==> src/rtl/vga_pkg.sv <==
// vga_pkg: shared VGA timing defaults, RGB332 palette and colour expansion
// used by the scan generator and the pacman graphics compositor.
package vga_pkg;

  // 640x480@60 default timing, in pixels (horizontal) and lines (vertical)
  localparam int VGA_H_ACTIVE = 640;
  localparam int VGA_H_FP     = 16;
  localparam int VGA_H_SYNC   = 96;
  localparam int VGA_H_BP     = 48;
  localparam int VGA_H_TOTAL  = VGA_H_ACTIVE + VGA_H_FP + VGA_H_SYNC + VGA_H_BP;

  localparam int VGA_V_ACTIVE = 480;
  localparam int VGA_V_FP     = 10;
  localparam int VGA_V_SYNC   = 2;
  localparam int VGA_V_BP     = 33;
  localparam int VGA_V_TOTAL  = VGA_V_ACTIVE + VGA_V_FP + VGA_V_SYNC + VGA_V_BP;

  // RGB332 palette shared with the compositor: {R[2:0], G[2:0], B[1:0]}
  localparam logic [7:0] RED = 8'b111_000_00;
  localparam logic [7:0] PNK = 8'b111_101_11;
  localparam logic [7:0] CYN = 8'b000_111_11;
  localparam logic [7:0] ORG = 8'b111_100_00;
  localparam logic [7:0] YLW = 8'b111_111_00;
  localparam logic [7:0] WHT = 8'b111_111_11;
  localparam logic [7:0] CRM = 8'b111_111_10;
  localparam logic [7:0] BLU = 8'b000_000_11;
  localparam logic [7:0] BLK = 8'b000_000_00;

  // RGB332 -> 4:4:4 by replicating MSBs so full scale maps to 4'hF
  function automatic logic [11:0] expand_rgb332(input logic [7:0] c);
    return {c[7:5], c[7], c[4:2], c[4], c[1:0], c[1:0]};
  endfunction

endpackage

==> src/rtl/vga_axis_counter.sv <==
// vga_axis_counter: one raster axis (horizontal or vertical). Counts
// 0..TOTAL-1 on en, flags the active region, the negative sync window
// and the wrap cycle (wrap already includes en).
module vga_axis_counter #(
  parameter int ACTIVE = 640,
  parameter int FP     = 16,
  parameter int SYNC   = 96,
  parameter int BP     = 48,
  parameter int W      = $clog2(ACTIVE + FP + SYNC + BP)
) (
  input  logic         clk,
  input  logic         rst,
  input  logic         en,
  output logic [W-1:0] count,
  output logic         in_active,
  output logic         sync_n,
  output logic         wrap
);

  localparam int TOTAL = ACTIVE + FP + SYNC + BP;
  localparam logic [W-1:0] LAST    = W'(TOTAL - 1);
  localparam logic [W-1:0] ACT_END = W'(ACTIVE);
  localparam logic [W-1:0] SYNC_LO = W'(ACTIVE + FP);
  localparam logic [W-1:0] SYNC_HI = W'(ACTIVE + FP + SYNC - 1);

  logic [W-1:0] count_q, count_d;

  // Next count: advance on en, wrap back to zero after the last position
  always_comb begin
    wrap    = en && (count_q == LAST);
    count_d = count_q;
    if (en) begin
      count_d = wrap ? '0 : count_q + W'(1);
    end
  end

  // Count register
  always_ff @(posedge clk or negedge rst) begin
    if (!rst) count_q <= '0;
    else      count_q <= count_d;
  end

  assign count     = count_q;
  assign in_active = (count_q < ACT_END);
  assign sync_n    = !((count_q >= SYNC_LO) && (count_q <= SYNC_HI));

endmodule

==> src/rtl/vga_timing_gen.sv <==
// vga_timing_gen: VGA raster generator and DAC output stage. Publishes the
// scan position, registers the compositor colour (blanked and expanded to
// 4 bits per channel) in the same stage as hsync/vsync, and pulses
// frame_tick once per frame. Define VGA_TEST_PATTERN_EN to replace the
// colour input with 64-pixel vertical bars derived from xpos.
module vga_timing_gen
  import vga_pkg::*;
#(
  parameter int CLK_DIV  = 2,
  parameter int H_ACTIVE = VGA_H_ACTIVE,
  parameter int H_FP     = VGA_H_FP,
  parameter int H_SYNC   = VGA_H_SYNC,
  parameter int H_BP     = VGA_H_BP,
  parameter int V_ACTIVE = VGA_V_ACTIVE,
  parameter int V_FP     = VGA_V_FP,
  parameter int V_SYNC   = VGA_V_SYNC,
  parameter int V_BP     = VGA_V_BP
) (
  input  logic       clk,
  input  logic       rst,
  input  logic [7:0] color,
  output logic [9:0] xpos,
  output logic [9:0] ypos,
  output logic       active,
  output logic       frame_tick,
  output logic [3:0] vga_r,
  output logic [3:0] vga_g,
  output logic [3:0] vga_b,
  output logic       hsync,
  output logic       vsync
);

  localparam int H_TOTAL = H_ACTIVE + H_FP + H_SYNC + H_BP;
  localparam int V_TOTAL = V_ACTIVE + V_FP + V_SYNC + V_BP;
  localparam int HW      = $clog2(H_TOTAL);
  localparam int VW      = $clog2(V_TOTAL);
  localparam int DIV_W   = (CLK_DIV > 1) ? $clog2(CLK_DIV) : 1;
  localparam logic [DIV_W-1:0] DIV_LAST = DIV_W'(CLK_DIV - 1);

  logic [DIV_W-1:0] div_q, div_d;
  logic             pix_en;
  logic [HW-1:0]    h_count;
  logic [VW-1:0]    v_count;
  logic             h_in_active, h_sync_n, h_wrap;
  logic             v_in_active, v_sync_n, v_wrap;
  logic [7:0]       pix_color;
  logic [11:0]      rgb_q, rgb_d;
  logic             hsync_q, hsync_d;
  logic             vsync_q, vsync_d;
  logic             frame_tick_q, frame_tick_d;

  // Pixel-rate divider: pix_en on the last clk of each pixel period
  always_comb begin
    pix_en = (div_q == DIV_LAST);
    div_d  = pix_en ? '0 : div_q + DIV_W'(1);
  end

  // Divider register
  always_ff @(posedge clk or negedge rst) begin
    if (!rst) div_q <= '0;
    else      div_q <= div_d;
  end

  vga_axis_counter #(
    .ACTIVE(H_ACTIVE), .FP(H_FP), .SYNC(H_SYNC), .BP(H_BP), .W(HW)
  ) u_h_axis (
    .clk      (clk),
    .rst      (rst),
    .en       (pix_en),
    .count    (h_count),
    .in_active(h_in_active),
    .sync_n   (h_sync_n),
    .wrap     (h_wrap)
  );

  vga_axis_counter #(
    .ACTIVE(V_ACTIVE), .FP(V_FP), .SYNC(V_SYNC), .BP(V_BP), .W(VW)
  ) u_v_axis (
    .clk      (clk),
    .rst      (rst),
    .en       (pix_en & h_wrap),
    .count    (v_count),
    .in_active(v_in_active),
    .sync_n   (v_sync_n),
    .wrap     (v_wrap)
  );

  assign xpos   = 10'(h_count);
  assign ypos   = 10'(v_count);
  assign active = h_in_active & v_in_active;

`ifdef VGA_TEST_PATTERN_EN
  assign pix_color = {{3{xpos[8]}}, {3{xpos[7]}}, {2{xpos[6]}}};
`else
  assign pix_color = color;
`endif

  // Output capture from the pre-increment position on each pix_en edge;
  // frame_tick marks the edge where the scan wraps back to (0,0)
  always_comb begin
    rgb_d        = rgb_q;
    hsync_d      = hsync_q;
    vsync_d      = vsync_q;
    frame_tick_d = pix_en & v_wrap;
    if (pix_en) begin
      rgb_d   = active ? expand_rgb332(pix_color) : 12'h000;
      hsync_d = h_sync_n;
      vsync_d = v_sync_n;
    end
  end

  // Output register stage: RGB, syncs and frame_tick stay aligned
  always_ff @(posedge clk or negedge rst) begin
    if (!rst) begin
      rgb_q        <= 12'h000;
      hsync_q      <= 1'b1;
      vsync_q      <= 1'b1;
      frame_tick_q <= 1'b0;
    end else begin
      rgb_q        <= rgb_d;
      hsync_q      <= hsync_d;
      vsync_q      <= vsync_d;
      frame_tick_q <= frame_tick_d;
    end
  end

  assign {vga_r, vga_g, vga_b} = rgb_q;
  assign hsync      = hsync_q;
  assign vsync      = vsync_q;
  assign frame_tick = frame_tick_q;

endmodule

==> config.mk <==
export PLATFORM = sky130hd
export DESIGN_NAME = vga_timing_gen
export DESIGN_NICKNAME = d
export VERILOG_FILES = /design/src/rtl/vga_pkg.sv /design/src/rtl/vga_axis_counter.sv /design/src/rtl/vga_timing_gen.sv
export SDC_FILE = /design/constraint.sdc
export NUM_CORES = 1
export LEC_CHECK = 0
export BUFFER_PORTS_ARGS = -buffer_cell sky130_fd_sc_hd__buf_2
export CAP_MARGIN = 5
export CORE_ASPECT_RATIO = 0.75
export CORE_MARGIN = 2
export CORE_UTILIZATION = 50
export DETAILED_ROUTE_END_ITERATION = 6
export PLACE_DENSITY_LB_ADDON = 0.12
export SLEW_MARGIN = 5
export SYNTH_ARGS = -nofsm -noshare
export SYNTH_HDL_FRONTEND = slang
export SYNTH_SLANG_ARGS = --single-unit
==> constraint.sdc <==
create_clock -name clk -period 3.2 [get_ports clk]
set_clock_uncertainty 0.05 [all_clocks]
set_input_delay 0.32 -clock clk [delete_from_list [all_inputs] [get_ports clk]]
set_output_delay 0.32 -clock clk [all_outputs]
set_load 0.005 [all_outputs]
### Word level (Yosys, flattened, before mapping)

Index checks and enable logic that the tools add are counted.

* shift operators: 0
* multiplexer cells: 4
* $lt $le $gt $ge: 6
* equality and inequality tests: 2
* $add $sub $neg: 3
* reductions and logical operators: 6
* divide/modulo/power cells: 0
* multiply operators: 0
* bitwise gates (word level): 3

Operators with widths (count)
* $add A10 B1 Y10 const B: 2
* $eq A10 B10 Y1 const B: 2
* $mux W10: 2
* $mux W12: 1
* $ge A10 B10 Y1 const B: 1
* $ge A10 B9 Y1 const B: 1
* $le A10 B10 Y1 const B: 1
* $le A10 B9 Y1 const B: 1
* $lt A10 B10 Y1 const B: 1
* $lt A10 B9 Y1 const B: 1
* $logic_and A1 B1 Y1: 4
* $and A1 B1 Y1: 3
* $logic_not A1 Y1: 2
* $add A1 B1 Y1 const B: 1
* $mux W1: 1

* output and inout bits: 36
* latch bits: 0
* input bits: 10
* register bits: 36
* logic and storage cells: 31
* memories: 0
* bits in read-only memories: 0
* memory bits (writable): 0

### Longest topological paths before layout

* depth after elaboration: 5
* mapped depth: 6
* mapped depth without buffers: 5

### Cells and area by module

A second synthesis with hierarchy kept.

* cells, all modules: 157
* area, all modules: 1640.3 µm²

Modules (own cells, without submodules)
* vga_axis_counter (u_v_axis): sequential area each 250.2 µm², instances 1, cells each 59, area an instance 575.6 µm²
* vga_axis_counter (u_h_axis): sequential area each 250.2 µm², instances 1, cells each 58, area an instance 571.8 µm²
* vga_timing_gen: sequential area each 302.8 µm², instances 1, cells each 40, area an instance 493.0 µm²

### Worst setup path before layout

Ideal clock, no wire load.

* path type: flip-flop to flip-flop
* start: register u_h_axis.count_q[0] (netlist: u_h_axis.count[0])
* end: register u_v_axis.count_q[4] (netlist: u_v_axis.count[4])
* arrival: 1.412 ns
* buffers on the path: 0
* required time: 3.025 ns
* setup time: 0.125 ns
* clock period less this slack: 1.587 ns
* path slack: 1.613 ns
* stages on the path, launching flop included: 6
* cell sequence: dfrtp_1 > ha_1 > and4_4 > and4_4 > nand3_1 > mux2_4

* cells in the longest elaborated chain, start to end: 5

RTL lines
* from (decl): RTL line vga_axis_counter.sv:26 `logic [W-1:0] count_q, count_d;`
* from (signal assigned): RTL line vga_axis_counter.sv:40 `else count_q <= count_d;`
* $eq A10 B10 Y1 *: RTL line vga_axis_counter.sv:30 `wrap = en && (count_q == LAST);`
* $logic_and A1 B1 Y1 *: RTL line vga_axis_counter.sv:30
* $and A1 B1 Y1 *: RTL line vga_timing_gen.sv:81 `.en (pix_en & h_wrap),`
* $logic_and A1 B1 Y1: RTL line vga_axis_counter.sv:30
* $mux W10: RTL line vga_axis_counter.sv:33 `count_d = wrap ? '0 : count_q + W'(1);`
* to (signal assigned): RTL line vga_axis_counter.sv:40
* to (decl): RTL line vga_axis_counter.sv:26

Every way passes the cells marked *; elsewhere a longest branch is shown, timed or not.
A chain may end at the register's enable or synchronous reset.

### Worst setup path after layout

* start: register div_q
* end: register u_v_axis.count_q[4] (netlist: u_v_axis.count[4])

* cells in the longest elaborated chain, start to end: 4

RTL lines
* from (decl): RTL line vga_timing_gen.sv:40 `logic [DIV_W-1:0] div_q, div_d;`
* from (signal assigned): RTL line vga_timing_gen.sv:61 `else div_q <= div_d;`
* $logic_and A1 B1 Y1: RTL line vga_axis_counter.sv:30
* $and A1 B1 Y1 *: RTL line vga_timing_gen.sv:81
* $logic_and A1 B1 Y1: RTL line vga_axis_counter.sv:30
* $mux W10: RTL line vga_axis_counter.sv:33

Marked as above.

==> key figures <==
Run status
  – Run status: finished, final reports clean

Setup path
  – Cell breakdown of the critical path: and4_4 > and4_4 > nand3_1 > mux2_4
  – Worst setup startpoint: div_q
  – Crit path kind: flop to flop
  – Endpoint of the worst-slack reg-to-reg timing path: u_v_axis.count[4]
  – Destination of the critical timing path: u_v_axis.count[4]
  – Worst setup slack for register-to-register paths: 1.20 ns
  – Number of cell instances on the worst register-to-register path: 4
  – Combined buffer and inverter count along the critical path: 0
  – Maximum net fanout on the critical path: 22
  – Kind of cell adding the most delay to the critical path: simple AND/OR/NAND/NOR gates
  – Critical path's slowest cell: sky130_fd_sc_hd__dfrtp_1
  – Arrival time of data at the critical path endpoint: about 2.1 ns
  – Worst flop-to-flop path startpoint: div_q
  – Crit. path cell count: 4
  – Required arrival time at the worst endpoint: 3.31 ns
  – Worst Setup End Kind: flop
  – Dominant cell type by count on the critical path: sky130_fd_sc_hd__and4_4
  – Critical Path Max Stage Delay: 0.66 ns
  – CP startpoint kind: flop

CTS
  – Clk buf depth: 2
  – Number of H-tree levels: 2
  – Clock tree root buffer cell: sky130_fd_sc_hd__clkbuf_8
  – Clk slew on worst S/H paths: about 0.070 ns
  – Post-cts hold buffer count: 0
  – Setup bufs post-CTS: 0
  – CTS Sinks: 32
  – # resized after CTS: 0
  – TritonCTS clock tree: built
  – Clock Latency Late Sink: 0.28 ns
  – Number of CTS-inserted buffers: 5

Synth
  – EDFF count, synth: 0
  – Library cells used by synthesis: 33
  – Share of Yosys cell area claimed by the top area cell type: between 40% and 50%
  – Synthesized area divided by synthesized cell count: 10.4 µm²
  – Synth Register Bits: 32
  – Post-synthesis cell type with the largest combined area: sky130_fd_sc_hd__dfrtp_1
  – Most numerous cell in the Yosys netlist: sky130_fd_sc_hd__dfrtp_1
  – Share of synthesized flip-flops with an asynchronous set or reset: 100%
  – Primary FF master, synth: sky130_fd_sc_hd__dfrtp_1
  – Count of warnings emitted by yosys: 0
  – Mapped cell area: 1570 µm²
  – Sequential-to-total area share from yosys stat: 51.2%
  – List of most frequent post-synthesis cells: 30 x sky130_fd_sc_hd__dfrtp_1, 14 x sky130_fd_sc_hd__nand2_1, 13 x sky130_fd_sc_hd__nor2_1
  – Synthesized netlist cell count: roughly 150
  – Net count after synthesis: 166
  – Top cells by area, synth: sky130_fd_sc_hd__dfrtp_1 48%, sky130_fd_sc_hd__o2bb2ai_1 4.5%, sky130_fd_sc_hd__xnor2_1 4.5%

Finish
  – Util after Layout: a little over three fifths
  – Final Net Count: 208
  – Post-route cell area: 1860 µm²
  – Fraction of final layout cells sized beyond drive strength 1: 30.4%
  – Antenna Diode Count: 0
  – # fillers: 255
  – Area of combinational cells with multiple inputs: 667 µm²
  – Area used by sequential logic in the layout: 803 µm²
  – Signed area change from the synthesized netlist to the final layout: 18.7%

Floorplanning
  – IO Pins: 46
  – Std-Cell Core Area: 2960 µm²
  – Area of the die: 3610 µm²
  – Initial Util: around 53%
  – Width of the chip: 68.7 µm
  – Number of core rows: 17
  – Floorplan die height: 52.5 µm

Detailed routing
  – Number of search-and-repair iterations in the first detailed-routing pass: 4
  – Final antenna-violating net count: 0
  – Vias per std cell: 5.32
  – Detailed-route wire length per cell: 13.8 µm
  – DRC viols: 0
  – Total Wirelength: 3200 µm
  – Count of vias placed by the detailed router: 1235
  – Initial DRC Count: between 40 and 50

Timing
  – Clock period minus final worst setup slack: 2.00 ns
  – Timing-limited maximum frequency: around 0.50 GHz
  – Aggregate negative setup slack: 0 ns
  – Pin slew with the least headroom to its limit: between 0.6 and 0.7 ns
  – Period utilisation layout: between 60% and 70%
  – Final count of hold timing violations: 0
  – Final slew viol count: 0
  – RSZ-0062 raised after global routing: false
  – Min Hold Slack: 0.0219 ns
  – Setup Viol. Count Final: 0
  – Max-slew headroom: between 50 and 60%

Power and ir drop
  – Comb power frac: roughly 3.4%
  – Static leakage: 0.000942 µW
  – Pwr/cell area: just over 400 nW/µm²
  – Maximum resistive drop on vdd: 0.000236 V
  – Internal Pwr Total: just under 600 µW
  – Switching part of the total: 21.4%
  – Switching power: about 160 µW
  – Total Power: 754 µW
  – Share of power burned in registers: 54.8%
  – Proportion of power drawn by the clock network: 41.7%

GRT
  – Wire length of the first global-routing pass: 5120 µm
  – Antenna violations before repair: 0
  – Overall routing resource usage: 20.0%
  – Global routing usage on met2: 31.9%
  – Busiest layer in global routing: met2
  – Met3 Usage GRT: 5.16%
  – Largest net degree at the start of global routing: 33
  – Met1 usage: 25.9%
  – Via count of the first global-routing pass: 1116
  – Global route total overflow: 0

Min path
  – Worst min path class: input port to async pin

Job
  – Total of max-cap violations: 0

Placed design
  – Placed wire-length estimate: 2240 µm
  – Area of placed instances: around 1800 µm²
  – Port-buffer cells: 45
  – Placer congestion estimate: 0.782
==> cell usage in the layout, fill, tap and decap left out, drive strengths merged, types with 5 or more instances in the layout <==
cell type / count
nand2: 14
ha: 5
nand4: 7
buf: 45
xnor2: 8
nor2: 13
o2bb2ai: 8
clkbuf: 6
nand3: 8
o21ai: 6
and3: 5
dfrtp: 30
inv: 7
==> registers in the layout (all words and copies together), names as in the netlist <==
signal and cells:
div_q 1, frame_tick 1, hsync 1, rgb_q 8, u_h_axis.count 10, u_v_axis.count 10
vsync 1
==> stage by stage <==
stage	std cells	setup WS [ns]
after floorplan	151	1.61
after global placement	224	1.28
after detailed placement	224	1.22
after CTS	232	1.22
after global routing	232	1.10
final	232	1.20
==> routing by layer <==
| metal | up-vias | part of all wire [%] | wire, µm |
|---|---|---|---|
| li1 | 608 | - | - |
| met1 | 587 | 48 | 1530 |
| met2 | 32 | 46 | 1460 |
| met3 | 8 | 4.9 | 155 |
| met4 | 0 | 1.6 | 51 |
| met5 | - | 0 | 0 |
==> power groups by stage <==
stage / clock network (µW) / logic (µW) / registers, µW
6_report: 315 / 25.9 / 414
5_1_grt: 344 / 30.2 / 414
4_1_cts: 324 / 27.1 / 413
3_5_place_dp: 0 / 27.3 / 420
3_3_place_gp: 0 / 26.8 / 420
2_1_floorplan: 0 / 8.50 / 421
==> layout make-up <==
class,instances,share of cell area [%]
Clock buffer,6,4.44
Timing Repair Buffer,45,12.1
Sequential cell,32,43.1
Clock inverter,2,0.538
Multi-Input combinational cell,102,35.8
Inverter,7,1.41
Tap cell,38,2.55
==> cell families after synthesis <==
| logic type | after synthesis | share of synthesized area, % |
|---|---|---|
| buf+inv | 17 | 6.30 |
| simple gates | 62 | 21.2 |
| flops | 32 | 51.2 |
| xor+xnor | 12 | 6.70 |
| mux | 1 | 0.957 |
| compound gates | 22 | 9.65 |
| fa+ha+maj | 5 | 3.99 |
==> how the worst min path moves through the flow <==
stage,startpoint,end,slack [ns]
detailed placement,rst,u_h_axis.count[6],0.36
finish,rst,u_h_axis.count[4],0.02
floorplan,rst,div_q,-0.03
CTS,rst,u_h_axis.count[6],0.05
global placement,rst,u_h_axis.count[6],0.36
global route,rst,u_h_axis.count[6],0.09
No activity file was read; power rests on OpenSTA's default activity.
